`config.mk`:
```
export PLATFORM = sky130hd
export DESIGN_NAME = vending_machine_param
export DESIGN_NICKNAME = d
export VERILOG_FILES = /design/src/rtl/vm_pkg.sv /design/src/rtl/vm_change_ctr.sv /design/src/rtl/vending_machine_param.sv
export SDC_FILE = /design/constraint.sdc
export NUM_CORES = 1
export LEC_CHECK = 0
export ABC_AREA = 0
export ABC_CLOCK_PERIOD_IN_PS = 2900
export CORE_MARGIN = 5
export CORE_UTILIZATION = 49
export CTS_BUF_LIST = sky130_fd_sc_hd__clkbuf_4
export DETAILED_ROUTE_END_ITERATION = 10
export PLACE_DENSITY = 0.78
export SLEW_MARGIN = 20
export SYNTH_ARGS = -nofsm -noshare
export SYNTH_HDL_FRONTEND = slang
export SYNTH_SLANG_ARGS = --single-unit
```
`constraint.sdc`:
```
create_clock -name sys_clk -period 2.9 [get_ports sys_clk]
set_input_delay 0.58 -clock sys_clk [delete_from_list [all_inputs] [get_ports sys_clk]]
set_output_delay 0.58 -clock sys_clk [all_outputs]
set_load 0.05 [all_outputs]
```
`src/rtl/vm_pkg.sv`:
```
// Shared definitions for the parameterised vending machine: state encoding,
// coin values and a parameter legality check.
package vm_pkg;

    typedef enum logic [1:0] {
        ACCUM  = 2'b01,
        RETURN = 2'b10
    } vm_state_e;

    localparam int HALF_UNITS = 1;
    localparam int ONE_UNITS  = 2;

    // The credit register must hold PRICE+2 (largest credit+add) without wrapping.
    function automatic bit credit_w_ok(int credit_w, int price);
        return (credit_w >= 2) && (credit_w < 31) &&
               (price >= 1) && (price <= (1 << credit_w) - 3);
    endfunction

endpackage

```
`src/rtl/vm_change_ctr.sv`:
```
// Change counter: loads a unit count and emits one registered pulse per unit,
// the first pulse in the cycle right after the load.
module vm_change_ctr #(
    parameter int CREDIT_W = 4
) (
    input  logic                sys_clk,
    input  logic                sysRstN,
    input  logic                load,
    input  logic                clr,
    input  logic [CREDIT_W-1:0] count,
    output logic                change,
    output logic                done
);

    logic [CREDIT_W-1:0] cnt;

    // cnt holds the pulses still owed after the one currently on the output.
    always_ff @(posedge sys_clk or negedge sysRstN) begin
        if (!sysRstN) begin
            cnt    <= '0;
            change <= 1'b0;
        end else if (clr) begin
            cnt    <= '0;
            change <= 1'b0;
        end else if (load && (count != '0)) begin
            cnt    <= count - CREDIT_W'(1);
            change <= 1'b1;
        end else if (cnt != '0) begin
            cnt    <= cnt - CREDIT_W'(1);
            change <= 1'b1;
        end else begin
            change <= 1'b0;
        end
    end

    assign done = (cnt == '0);

endmodule

```
`src/rtl/vending_machine_param.sv`:
```
// Parameterised vending machine: coin decode, credit register and ACCUM/RETURN
// FSM; change dispensing is delegated to vm_change_ctr.
module vending_machine_param
    import vm_pkg::*;
#(
    parameter int PRICE     = 4,
    parameter int CREDIT_W  = 4,
    parameter int CHANGE_EN = 1
) (
    input  logic                sys_clk,
    input  logic                sysRstN,
    input  logic                piHalf,
    input  logic                piOne,
    input  logic                piCancel,
    output logic                OCola,
    output logic                OChange,
    output logic                OCoinRej,
    output logic                OBusy,
    output logic [CREDIT_W-1:0] OCredit
);

    if (!credit_w_ok(CREDIT_W, PRICE)) begin : g_bad_params
        $error("vending_machine_param: PRICE must lie in 1..2**CREDIT_W-3");
    end

    localparam logic [1:0] S_ACCUM  = ACCUM;
    localparam logic [1:0] S_RETURN = RETURN;

    localparam logic [CREDIT_W:0] PRICE_X = (CREDIT_W+1)'(PRICE);
    localparam logic [CREDIT_W:0] HALF_X  = (CREDIT_W+1)'(HALF_UNITS);
    localparam logic [CREDIT_W:0] ONE_X   = (CREDIT_W+1)'(ONE_UNITS);

    logic [1:0]          state, state_d;
    logic [CREDIT_W-1:0] credit, credit_d;
    logic [CREDIT_W:0]   add, sum, over;
    logic                cola_d, rej_d;
    logic                load, clr, done;
    logic [CREDIT_W-1:0] load_cnt;

    always_comb begin
        add      = (piHalf ? HALF_X : '0) + (piOne ? ONE_X : '0);
        sum      = {1'b0, credit} + add;
        over     = sum - PRICE_X;
        state_d  = state;
        credit_d = credit;
        cola_d   = 1'b0;
        rej_d    = 1'b0;
        load     = 1'b0;
        clr      = 1'b0;
        load_cnt = '0;
        case (state)
            S_ACCUM: begin
                if (piCancel) begin
                    // Refund is always dispensed, whatever CHANGE_EN says.
                    credit_d = '0;
                    if (sum != '0) begin
                        load     = 1'b1;
                        load_cnt = sum[CREDIT_W-1:0];
                        state_d  = S_RETURN;
                    end
                end else if (sum >= PRICE_X) begin
                    cola_d   = 1'b1;
                    credit_d = '0;
                    if ((CHANGE_EN != 0) && (over != '0)) begin
                        load     = 1'b1;
                        load_cnt = over[CREDIT_W-1:0];
                        state_d  = S_RETURN;
                    end
                end else begin
                    credit_d = sum[CREDIT_W-1:0];
                end
            end
            S_RETURN: begin
                rej_d = piHalf | piOne;
                if (done) begin
                    state_d = S_ACCUM;
                end
            end
            default: begin
                state_d  = S_ACCUM;
                credit_d = '0;
                clr      = 1'b1;
            end
        endcase
    end

    always_ff @(posedge sys_clk or negedge sysRstN) begin
        if (!sysRstN) begin
            state    <= S_ACCUM;
            credit   <= '0;
            OCola    <= 1'b0;
            OCoinRej <= 1'b0;
            OBusy    <= 1'b0;
        end else begin
            state    <= state_d;
            credit   <= credit_d;
            OCola    <= cola_d;
            OCoinRej <= rej_d;
            OBusy    <= (state_d == S_RETURN);
        end
    end

    assign OCredit = credit;

    vm_change_ctr #(
        .CREDIT_W(CREDIT_W)
    ) u_change_ctr (
        .sys_clk (sys_clk),
        .sysRstN (sysRstN),
        .load    (load),
        .clr     (clr),
        .count   (load_cnt),
        .change  (OChange),
        .done    (done)
    );

endmodule

```
==> results.ini <==
[pwr]
seq_power_share = 0.214
switchingPower_w = 0.000610
power.share.combinational = 0.703
powerDensity_nw_per_um2 = 909
p_total_w = 0.00144
pwr-share-clk = 0.084
swShare = 0.424
p_int_w = 0.000829
peakVddDrop_mv = 0.756
p_leak_nw = 0.681

[die]
dieWidth_um = 56.7
rows = 16
core_area_um2 = 2020
initial_core_util = 0.528
fp.dieH_um = 56.7
dieArea_um2 = 3210
ios = 13

[final_layout]
finish.net_count = 169
final_core_util = 0.783
syn_to_final_growth_pct = 48.4
layout_common_cells = buf_4 (31), dfrtp_1 (11), clkdlybuf4s50_1 (10)
drive_above_1_share = 0.481
antennaDiodeCount = 0
final_common_cell = buf_4
fin_cells = 181

[synthesis]
synth.distinct_cells = 47
netlist_area_um2 = 1070
synth_edf_count = 0
syn_nets = 123
synthArstFlopShare = 1.00
ys.flop_type = dfrtp_1
ys_seq_area_frac = 0.329
syn_inst = 109
avgSynthCellArea_um2 = 9.79
ys_seq_elements = 14
yosys_warnings = 0

[timing]
fmax_mhz = 332
finalCriticalPeriod_ns = 3.02
slew_headroom = 0.553
drv_slew = 0
finalWorstSetupSlack_ns = -0.115
finClkSkew_ns = 0.0147
hold_violations = 0
min_period_over_period = 1.04
worst_pin_slew_ns = 0.665
rsz0062_at_grt = yes
setup_viol = 4

[global_routing]
grt_usage = 0.173
met1_usage = 0.204
grt_pass1_wl_mm = 4.45
grtUsageMet2 = 0.305
use_met3 = 0.0573
antenna_found_initial = 0
grt_max_degree = 15
busiest_layer = met2
grt_pass1_vias = 1007
overflow = 0

[route]
route.detailed.drc = 0
num_vias = 995
drtPass1Iterations = 4
wire_per_inst_um = 14.1
ant_nets = 0
drt_wl_total_mm = 2.56
drt-vias-per-instance = 5.50
drt_iter0_drc = 15

[setup_path]
worst_ep_arrival_time_ns = 3.17
cp.required_ns = 3.06
crit_path_end_kind = register
start_kind = register
path_max_fanout = 3
crit_type = register to register

[clocking]
numClockSinks = 14
path_clk_slew_ns = 0.09
clk_latency_ns = 0.28
root_buffer = clkbuf_4
cts_hold_buf = 0
ctsLongestPathBuffers = 2
cts_buffers = 3
htreeDepth = 1
cts_tree = yes

[outcome]
status = complete, but fails checks
violations = negative setup slack

[placement]
port_buffers = 12
finalWeightedCongestion = 0.827
dp_cells = 168
place_hpwl_mm = 1.91

[flow_run]
drv_cap = 0

[min_path]
min_path_type = input pin to register

==> layer usage <==
metal,up-vias,share of wire
li1,485,-
met1,479,0.44
met2,27,0.50
met3,4,0.055
met4,0,0.0082
met5,-,0
==> power by group through the flow <==
| stage | clock network (W) | logic [W] | registers (W) |
|---|---|---|---|
| floorplan | 0 | 0.000517 | 0.000388 |
| global placement | 0 | 0.000862 | 0.000305 |
| detailed placement | 0 | 0.000887 | 0.000310 |
| CTS | 0.000125 | 0.000952 | 0.000306 |
| global route | 0.000138 | 0.00111 | 0.000315 |
| finish | 0.000121 | 0.00101 | 0.000307 |
==> layout make-up <==
class / count / area [um2]
Multi-Input combinational cell: 84 / 783
Fill cell: 134 / 438
Sequential cell: 14 / 354
Timing Repair Buffer: 43 / 349
Inverter: 9 / 33.8
Tap cell: 27 / 33.8
Clock buffer: 4 / 30.0
==> critical path: stages, from the launching register on <==
cell and delay [ns]:
dfrtp_2 0.39, ha_4 0.13, inv_2 0.04, fa_2 0.35, and2b_4 0.28, nor2_4 0.05
ha_4 0.27, nor4bb_2 0.05, a211oi_2 0.26, buf_4 0.15, a21oi_1 0.04, or3_1 0.33
a21oi_2 0.22, ha_4 0.17, o21a_1 0.13, nor3_2 0.04
==> path summary, 6_finish.rpt <==
check,start,to,slack [ns],cells past startpoint
worst min register to register,OCredit[1]$_DFFE_PN0N_,OCredit[1]$_DFFE_PN0N_,0.57,2
worst min-delay path,piHalf,OCoinRej$_DFF_PN0_,0.52,2
max in group asynchronous,sysRstN,OCredit[0]$_DFFE_PN0N_,1.78,1
worst max register to register,OCredit[0]$_DFFE_PN0N_,u_change_ctr.cnt[2]$_DFFE_PN0P_,-0.12,15
min in group asynchronous,sysRstN,OCredit[2]$_DFFE_PN0N_,0.68,1
worst max-delay path,OCredit[0]$_DFFE_PN0N_,u_change_ctr.cnt[2]$_DFFE_PN0P_,-0.12,15
==> cells by family (layout without fill, tap and decap cells) <==
group,count (synthesis),count (layout),synth area share
simple gates,43,43,0.258
compound gates,29,29,0.229
flops,14,14,0.329
buf+inv,11,56,0.0457
fa+ha+maj,9,9,0.113
xor+xnor,2,2,0.0164
mux,1,1,0.00938
==> cell usage after synthesis (3+ instances only) <==
library cell / number / area, um2
nand2_1: 4 / 15.0
dfrtp_1: 13 / 325
and2_1: 4 / 25.0
nor2b_1: 3 / 18.8
nor2_1: 8 / 30.0
nor3_1: 5 / 25.0
ha_1: 8 / 100
a21oi_1: 8 / 40.0
inv_1: 8 / 30.0
nor4_1: 3 / 18.8
o21ai_0: 3 / 15.0
o21a_1: 3 / 22.5
==> state kept, by name, summed over array words and instances, names as in the netlist <==
signal / flops
OCola: 1
OCredit: 4
u_change_ctr.cnt: 4
OCoinRej: 1
state: 2
OBusy: 1
u_change_ctr.change: 1
==> what timing repair did <==
action,in CTS,in global routing
buffers inserted,8,1
setup endpoints to repair,8,4
pin swaps,16,8
gates resized for setup,14,3
==> metrics by stage <==
| step | worst slack [ns] | setup TNS (ns) | area (um2) | hold WS [ns] |
|---|---|---|---|---|
| floorplan | -0.161 | -0.285 | 1140 | 0.284 |
| global placement | -0.725 | -4.07 | 1450 | 0.508 |
| detailed placement | -0.767 | -4.48 | 1450 | 0.527 |
| CTS | -0.118 | -0.209 | 1560 | 0.503 |
| global route | -0.264 | -0.720 | 1580 | 0.516 |
| finish | -0.115 | -0.196 | 1580 | 0.518 |
No activity file was read; power rests on OpenSTA's default activity.
